--- config.mk ---
export PLATFORM = sky130hd
export DESIGN_NAME = clock_set_ctrl
export DESIGN_NICKNAME = d
export VERILOG_FILES = /design/src/rtl/clock_set_ctrl.sv
export SDC_FILE = /design/constraint.sdc
export NUM_CORES = 1
export LEC_CHECK = 0
export CAP_MARGIN = 30
export CORE_ASPECT_RATIO = 1.75
export CORE_MARGIN = 1
export CORE_UTILIZATION = 44
export CTS_CLUSTER_SIZE = 16
export DETAILED_ROUTE_END_ITERATION = 10
export PLACE_DENSITY = 0.65
export SETUP_SLACK_MARGIN = 0.02
export SLEW_MARGIN = 20
export SYNTH_ARGS = -nofsm -noshare
export SYNTH_HDL_FRONTEND = slang
export SYNTH_SLANG_ARGS = --single-unit
--- constraint.sdc ---
create_clock -name clk -period 2.25 [get_ports clk]
set_clock_uncertainty 0.15 [all_clocks]
set_input_delay 0.225 -clock clk [delete_from_list [all_inputs] [get_ports clk]]
set_output_delay 0.225 -clock clk [all_outputs]
set_load 0.05 [all_outputs]
--- src/rtl/clock_set_ctrl.sv ---
// -----------------------------------------------------------------------------
// clock_set_ctrl
//
// Time-set controller for the digital clock. Conditions two raw push-buttons
// (synchronize, debounce, rising-edge detect) and steps the clock through
// RUN -> SET_HR -> SET_MIN -> COMMIT. In COMMIT it pulses `load` so the
// time-of-day counter takes the edited hour/minute. It also drives a
// digit-blink mask for the display driver.
//
// Ports:
//   clk        in   system clock, rising edge
//   rst        in   asynchronous reset, active low
//   btn_mode   in   raw mode button (asynchronous, active high)
//   btn_inc    in   raw increment button (asynchronous, active high)
//   cur_hr     in   current hour 0..23 from the time counter
//   cur_min    in   current minute 0..59 from the time counter
//   run_en     out  time counter advances while high
//   load       out  one-cycle strobe: counter takes load_hr/load_min
//   load_hr    out  hour to load, held until the next commit
//   load_min   out  minute to load, held until the next commit
//   blink_mask out  1 = blank digit; [3:2] hour digits, [1:0] minute digits
//   mode       out  state code RUN=00 SET_HR=01 SET_MIN=10 COMMIT=11
//
// Build option: define CLOCK_SET_AUTOREPEAT_EN to make a held increment button
// generate a further increment every REPEAT_CYCLES cycles in the set states.
// Without it, each press gives exactly one increment.
// -----------------------------------------------------------------------------
module clock_set_ctrl #(
    parameter int DB_CYCLES     = 500000,
    parameter int BLINK_CYCLES  = 25000000,
    parameter int REPEAT_CYCLES = 30000000
) (
    input  logic       clk,
    input  logic       rst,
    input  logic       btn_mode,
    input  logic       btn_inc,
    input  logic [4:0] cur_hr,
    input  logic [5:0] cur_min,
    output logic       run_en,
    output logic       load,
    output logic [4:0] load_hr,
    output logic [5:0] load_min,
    output logic [3:0] blink_mask,
    output logic [1:0] mode
);

    if (DB_CYCLES < 1 || BLINK_CYCLES < 1 || REPEAT_CYCLES < 1) begin : g_param_check
        $error("clock_set_ctrl: cycle-count parameters must be positive");
    end

    localparam int DB_W = $clog2(DB_CYCLES + 1);
    localparam int BL_W = $clog2(BLINK_CYCLES + 1);

    typedef enum logic [1:0] {
        ST_RUN     = 2'b00,
        ST_SET_HR  = 2'b01,
        ST_SET_MIN = 2'b10,
        ST_COMMIT  = 2'b11
    } state_t;

    // ---------------------------------------------------------------------
    // Button conditioning; bit 0 = mode, bit 1 = inc
    // ---------------------------------------------------------------------
    logic [1:0]      w_btn_raw;
    logic [1:0]      r_sync1;
    logic [1:0]      r_sync2;
    logic [1:0]      r_db;
    logic [1:0]      r_db_d;
    logic [1:0]      r_press;
    logic [DB_W-1:0] r_db_cnt [2];

    assign w_btn_raw = {btn_inc, btn_mode};

    // The counter runs 0..DB_CYCLES while the synchronized level disagrees,
    // so a raw edge sampled at edge t moves the debounced level at
    // t+2+DB_CYCLES; the registered edge detect adds one more cycle.
    always_ff @(posedge clk or negedge rst) begin
        if (!rst) begin
            r_sync1 <= '0;
            r_sync2 <= '0;
            r_db    <= '0;
            r_db_d  <= '0;
            r_press <= '0;
            // NOTE: r_db_cnt is a tiny flop array, not a RAM, so it is reset like any register.
            for (int i = 0; i < 2; i++) begin
                r_db_cnt[i] <= '0;
            end
        end else begin
            // NOTE: sequential state uses non-blocking assignments so every flop samples pre-edge values.
            r_sync1 <= w_btn_raw;
            r_sync2 <= r_sync1;
            r_db_d  <= r_db;
            r_press <= r_db & ~r_db_d;
            for (int i = 0; i < 2; i++) begin
                if (r_sync2[i] == r_db[i]) begin
                    r_db_cnt[i] <= '0;
                end else if (r_db_cnt[i] == DB_W'(DB_CYCLES)) begin
                    r_db[i]     <= r_sync2[i];
                    r_db_cnt[i] <= '0;
                end else begin
                    r_db_cnt[i] <= r_db_cnt[i] + DB_W'(1);
                end
            end
        end
    end

    // ---------------------------------------------------------------------
    // FSM
    // ---------------------------------------------------------------------
    state_t          r_state;
    state_t          w_state_nxt;
    logic            w_mode_press;
    logic            w_rep_pulse;
    logic            w_in_set;
    logic            w_set_entry;
    logic            w_inc_acc;
    logic [4:0]      r_edit_hr;
    logic [5:0]      r_edit_min;
    logic [4:0]      r_load_hr;
    logic [5:0]      r_load_min;
    logic [BL_W-1:0] r_blink_cnt;
    logic            r_phase;

    assign w_mode_press = r_press[0];
    assign w_in_set     = (r_state == ST_SET_HR) || (r_state == ST_SET_MIN);
    assign w_set_entry  = (w_state_nxt != r_state) &&
                          ((w_state_nxt == ST_SET_HR) || (w_state_nxt == ST_SET_MIN));
    // A mode press in the same cycle swallows any increment.
    assign w_inc_acc    = w_in_set && (r_press[1] || w_rep_pulse) && !w_mode_press;

    always_ff @(posedge clk or negedge rst) begin
        if (!rst) begin
            r_state <= ST_RUN;
        end else begin
            r_state <= w_state_nxt;
        end
    end

    always_comb begin
        // NOTE: every output gets a default first so no path can infer a latch.
        w_state_nxt = r_state;
        run_en      = 1'b1;
        load        = 1'b0;
        blink_mask  = 4'b0000;
        unique case (r_state)
            ST_RUN: begin
                if (w_mode_press) w_state_nxt = ST_SET_HR;
            end
            ST_SET_HR: begin
                run_en     = 1'b0;
                blink_mask = r_phase ? 4'b1100 : 4'b0000;
                if (w_mode_press) w_state_nxt = ST_SET_MIN;
            end
            ST_SET_MIN: begin
                run_en     = 1'b0;
                blink_mask = r_phase ? 4'b0011 : 4'b0000;
                if (w_mode_press) w_state_nxt = ST_COMMIT;
            end
            ST_COMMIT: begin
                run_en      = 1'b0;
                load        = 1'b1;
                w_state_nxt = ST_RUN;
            end
            default: w_state_nxt = ST_RUN;
        endcase
    end

    assign mode     = r_state;
    assign load_hr  = r_load_hr;
    assign load_min = r_load_min;

    // Edit values are captured on leaving RUN; the load registers are
    // captured on entering COMMIT so they are valid during the strobe and
    // hold afterwards.
    always_ff @(posedge clk or negedge rst) begin
        if (!rst) begin
            r_edit_hr  <= '0;
            r_edit_min <= '0;
            r_load_hr  <= '0;
            r_load_min <= '0;
        end else begin
            if (r_state == ST_RUN && w_mode_press) begin
                r_edit_hr  <= cur_hr;
                r_edit_min <= cur_min;
            end else if (w_inc_acc && r_state == ST_SET_HR) begin
                r_edit_hr  <= (r_edit_hr == 5'd23) ? 5'd0 : r_edit_hr + 5'd1;
            end else if (w_inc_acc && r_state == ST_SET_MIN) begin
                r_edit_min <= (r_edit_min == 6'd59) ? 6'd0 : r_edit_min + 6'd1;
            end
            if (r_state == ST_SET_MIN && w_mode_press) begin
                r_load_hr  <= r_edit_hr;
                r_load_min <= r_edit_min;
            end
        end
    end

    // Blink phase restarts visible on set-state entry and on every accepted
    // increment so the user sees the new value immediately.
    always_ff @(posedge clk or negedge rst) begin
        if (!rst) begin
            r_blink_cnt <= '0;
            r_phase     <= 1'b0;
        end else if (!w_in_set || w_set_entry || w_inc_acc) begin
            r_blink_cnt <= '0;
            r_phase     <= 1'b0;
        end else if (r_blink_cnt == BL_W'(BLINK_CYCLES - 1)) begin
            r_blink_cnt <= '0;
            r_phase     <= ~r_phase;
        end else begin
            r_blink_cnt <= r_blink_cnt + BL_W'(1);
        end
    end

`ifdef CLOCK_SET_AUTOREPEAT_EN
    localparam int REP_W = $clog2(REPEAT_CYCLES + 1);

    logic [REP_W-1:0] r_rep_cnt;

    // Counter restarts on the real press, so repeats land REPEAT_CYCLES
    // after it and every REPEAT_CYCLES thereafter while the level stays high.
    assign w_rep_pulse = w_in_set && r_db[1] &&
                         (r_rep_cnt == REP_W'(REPEAT_CYCLES - 1));

    always_ff @(posedge clk or negedge rst) begin
        if (!rst) begin
            r_rep_cnt <= '0;
        end else if (!w_in_set || !r_db[1] || r_press[1] || w_rep_pulse ||
                     (w_state_nxt != r_state)) begin
            r_rep_cnt <= '0;
        end else begin
            r_rep_cnt <= r_rep_cnt + REP_W'(1);
        end
    end
`else
    assign w_rep_pulse = 1'b0;
`endif

endmodule

# Yosys cells after proc, flatten, opt, wreduce, memory -nomap -nowiden
# Index checks and enable logic that the tools add are counted.
# totals
reg_bits	98
ramBits	0
rom_bits	0
output_inout_bits	19
latch_bits	0
wordCells	84
memories	0
# classes
n_shift	0
n_addsub	5
bitwise	5
n_div	0
eq_ne	14
n_mul	0
reduce_logical	21
magnitude_cmp	0
mux	24
# op_table
op	n
19-bit 2-to-1 mux	4
25-bit 2-to-1 mux	2
19-bit by 1-bit adder with 19-bit output, second input constant	2
19-bit == test, second input constant	2
25-bit by 1-bit adder with 25-bit output, second input constant	1
25-bit == test, second input constant	1
6-bit 2-to-1 mux	4
5-bit 2-to-1 mux	3
2-bit 2-to-1 mux	4
2-bit case mux with 4 select lines	1
4-bit case mux with 2 select lines	1
1-bit logical AND	7
6-bit by 1-bit adder with 6-bit output, second input constant	1
2-bit == test, second input constant	3
6-bit == test, second input constant	1
2-bit AND reduction	3
2-bit nonzero test	3
5-bit by 1-bit adder with 5-bit output, second input constant	1
5-bit == test, second input constant	1
2-bit by 1-bit == test with 1-bit output, second input constant	2
1-bit logical OR	4
1-bit 2-to-1 mux	4
4-bit 2-to-1 mux	1
1-bit NOT	3
other kinds (8)	10

# Longest topological paths before layout
# depth
ltp_word	8
ltp_mapped	8

# Least setup slack after synthesis
# No wires, ideal clock.
# synth_timing
kind	reg2reg
startpoint	reg r_state[0], in the netlist mode[0]
endpoint	reg r_blink_cnt[10]
slack_ns	-0.491
path_stages_with_launch	8
t_arrival_ns	2.467
required_time_ns	1.975
cell_sequence	dfrtp_1 > inv_1 > ha_1 > o32a_1 > a211o_1 > o2111ai_2 > buf_2 > nor3_1
# synth_between
elab_chain_len	8
# synth_lines
element	line_no	rtl
start: declaration	110	state_t r_state;
start signal: assignment	135	r_state <= w_state_nxt;
2-bit == test, or another cell as far along	145	unique case (r_state)
2-bit case mux with 4 select lines *	145	
named net w_state_nxt[0]	111	state_t w_state_nxt;
2-bit by 1-bit == test with 1-bit output or 2-bit == test (tied branches)	127	((w_state_nxt == ST_SET_HR) || (w_state_nxt == ST_SET_MIN));
1-bit logical OR	127	
1-bit logical AND *	126	assign w_set_entry = (w_state_nxt != r_state) &&
1-bit logical OR * (2 in series)	203	end else if (!w_in_set || w_set_entry || w_inc_acc) begin
25-bit 2-to-1 mux *	203	
end signal: assignment	210	r_blink_cnt <= r_blink_cnt + BL_W'(1);
end: declaration	121	logic [BL_W-1:0] r_blink_cnt;
# Mark *: on every way through the listed nets, which the timed path passes. The rest lies on a longest branch.
# A chain may end at the register's enable or synchronous reset.

# Worst setup path after layout
# layout_timing
startpoint	reg r_state[1], in the netlist mode[1]
endpoint	reg r_blink_cnt[0]
# Same word-level chain as after synthesis.

==> results by group <==
Power
  • Pwr Density: just under 600 nW/µm²
  • Power Total: between 3 and 4 mW
  • Worst vdd ir: 0.404 mV
  • Leak: between 2 and 2.5 nW

Synth
  • Number of flops mapped to enable cells by yosys: 0
  • Total nets after synthesis: 493
  • Share of flip-flops with an asynchronous set or reset: 100%
  • Syn Area/Cell: 10.2 µm²
  • Synth cell types: 43
  • Number of register bits inferred by synthesis: 98
  • YS warnings: 0
  • Seq/Total Area, Yosys: 51.6%
  • Top_reg_cell synth: dfrtp_1
  • Synthesized cell area: ~4800 µm²
  • Synth Instances: approximately 470

Floorplan
  • Die ar.: between 10000 and 15000 µm²
  • Cell Rows: between 40 and 50
  • Die extent in x: 80.6 µm
  • Floorplan core area: 10400 µm²
  • I/O Pins: 34
  • Die Height: 140 µm
  • Starting Density: between 40% and 50%

STA
  • RSZ-0062 raised after global routing: true
  • Final Hold Violating Endpoints: 0
  • Final setup viols: 1
  • Relative slew slack: between 60% and 70%
  • Tmin final: around 2.3 ns
  • Worst Max-Slew Pin Slew: about 0.54 ns
  • Final slew viol count: 0
  • Post-route setup slack: -0.00369 ns
  • Final Cycle Share: 100%
  • Maximum operating frequency: between 400 and 500 MHz
  • Sum of negative setup slack: -0.00369 ns

Placed design
  • Placed cell areas: between 5000 and 6000 µm²
  • DP Cell Count: 625
  • PortBufs: 33
  • Hpwl dp: between 6000 and 7000 µm
  • Pre-CTS setup slack: -0.104 ns
  • Final GP Congestion: 0.799

Clock network
  • H-tree depth: 3
  • Clock Path Buffers: 2
  • TritonCTS buffer count: 9
  • Clk slew on worst S/H paths: roughly 0.070 ns
  • CTS tree: done
  • Root Driver: clkbuf_16
  • Clock Sinks: between 90 and 100
  • Clk Latency, worst-skew pair: roughly 0.34 ns

Critical path
  • Critical R2R Launch: mode[1]$_DFF_PN0_
  • Peak fanout along the critical path: 6
  • R2R Setup Slk: -0.004 ns
  • Critical Path End: r_blink_cnt[0]$_DFF_PN0_
  • Crit-path cells: inv_4 > ha_1 > o22a_1 > o2bb2ai_1 > inv_1 > o2111ai_2 > nor3_1
  • CP Class: flop to flop
  • Req. time, crit path: ~2.3 ns
  • Worst setup startpoint: mode[1]$_DFF_PN0_
  • Critical path startpoint category: flop
  • Critical path arrival: 2.30 ns
  • CP peak stage delay: 0.45 ns
  • Worst R2R End: r_blink_cnt[0]$_DFF_PN0_
  • R2R depth: 7
  • Slowest-stage cell, CP: dfrtp_2
  • Crit end category: flop

Run status
  • Status: finished, violations left
  • Failing checks: setup timing

Worst hold path
  • Path category of the worst min-delay check: input pin to flop

Route
  • ANT nets after route: 0
  • Drt wl/cell: approximately 15 µm
  • Final wirelength: slightly below 10000 µm
  • Iter 0 DRT Violations: 196
  • Vias/cell: between 5 and 6
  • Number of remaining DRC errors: 0
  • DRT Pass-1 Iters: 4
  • Via count: between 3000 and 4000

Finish
  • Commonest non-fill, non-tap cell in the layout: dfrtp_1
  • Fill cells: slightly below 900
  • Design area: 5810 µm²
  • Seq. cell area: 2450 µm²
  • Share of post-route cells with drive strength above 1: between 10 and 15%
  • N_diodes: 0
  • Final nets: approximately 550
  • Post-route non-filler standard cell count: 650
  • Area growth from synthesis to layout: 22.2%
  • Multi-input logic area: ~2300 µm²
  • Most frequent cells in the layout: dfrtp_1 (96), nor2_1 (61), xor2_1 (38)

Job
  • MaxCap Viol Count: 0

GRT
  • Vias in the first global route: around 3600
  • Grt total ovfl: 0
  • Tot GR Track Use: a little under a fifth
  • Initial antenna violation count: 0
  • Largest net degree at the start of global routing: 58
  • Global-route wire length before repair: 16500 µm
-- layer usage --
metal,vias to the layer above,GRT usage [%],routed length [µm]
li1,1732,-,-
met3,15,3.41,284
met5,-,0,0
met4,0,6.95,207
met2,67,33.5,5390
met1,1748,21.7,3940
-- critical path: cells and delay by family (launching register included) --
family | cells | cell delay (ns)
compound gates | 3 | 0.91
flops | 1 | 0.45
buf+inv | 2 | 0.32
fa+ha+maj | 1 | 0.18
simple gates | 1 | 0.10
-- metrics by stage --
step                utilization, %  hold WS, ns
floorplan                        -       -0.221
global route                  55.8        0.178
finish                        55.8        0.172
detailed placement            51.4       0.0809
global placement              51.4       0.0752
CTS                           54.7        0.158
-- power breakdown --
group	switching (mW)	internal, mW
sequential	0.0143	1.78
clock	0.659	0.917
combinational	0.0613	0.0435
total	0.734	2.74
-- sequential cells by signal (all words and copies together), names as in the netlist --
signal / count
r_db: 2
r_blink_cnt: 25
r_edit_min: 6
r_db_cnt: 38
r_sync1: 2
load_hr: 5
r_sync2: 2
r_press: 2
r_phase: 1
r_db_d: 2
r_edit_hr: 5
mode: 2
load_min: 6
-- cell usage after synthesis (all sizes together), types with 3 or more instances --
cell    instances  area [µm²]
dfrtp          98        2450
nor2           61         229
xor2           38         333
nor3           36         185
nand2          35         131
nand3          28         140
xnor2          23         201
nand4          14        87.6
o21ai          14        70.1
ha             13         163
inv            13        48.8
mux2           13         146
buf            11        62.6
and3           10        62.6
nor4            9        83.8
a21oi           6        30.0
nand4b          5        43.8
nor2b           4        25.0
clkbuf          3        11.3
nor3b           3        22.5
or2             3        18.8
-- layout make-up --
| type | count | area share [%] |
|---|---|---|
| flip-flops and latches | 98 | 42.2 |
| multi-input cells | 343 | 39.7 |
| repair buffers | 54 | 9.21 |
| clock buffers | 11 | 4.35 |
| well taps | 127 | 2.73 |
| inverters | 13 | 0.925 |
| clock inverters | 4 | 0.882 |
-- cells by family (layout without fill, tap and decap cells) --
family,after synthesis,in the layout,share of synthesized area (%)
flops,98,98,51.6
fa+ha+maj,13,13,3.42
mux,15,15,3.50
compound gates,31,34,4.08
simple gates,220,220,23.6
xor+xnor,61,61,11.2
buf+inv,27,82,2.58
-- worst min path at each step --
stage             start                 endpoint  slack, ns  depth (start not counted)
6_report       btn_mode     r_sync1[0]$_DFF_PN0_       0.17                          1
5_1_grt         btn_inc     r_sync1[1]$_DFF_PN0_       0.18                          1
4_1_cts         btn_inc     r_sync1[1]$_DFF_PN0_       0.16                          1
3_5_place_dp        rst  load_min[2]$_DFFE_PN0P_       0.08                          1
3_3_place_gp        rst  load_min[2]$_DFFE_PN0P_       0.08                          1
2_1_floorplan       rst   load_hr[0]$_DFFE_PN0P_      -0.22                          0
-- what timing repair did --
| action | in CTS | in global routing |
|---|---|---|
| hold buffers | 1 | 0 |
| setup endpoints to repair | 26 | 26 |
| hold endpoints to repair | 35 | 0 |
| resized for setup | 3 | 5 |
| pin swaps | 1 | 3 |
| gates cloned | 1 | 2 |
| buffers inserted | 0 | 6 |
Power figures use the tool's default switching activity.
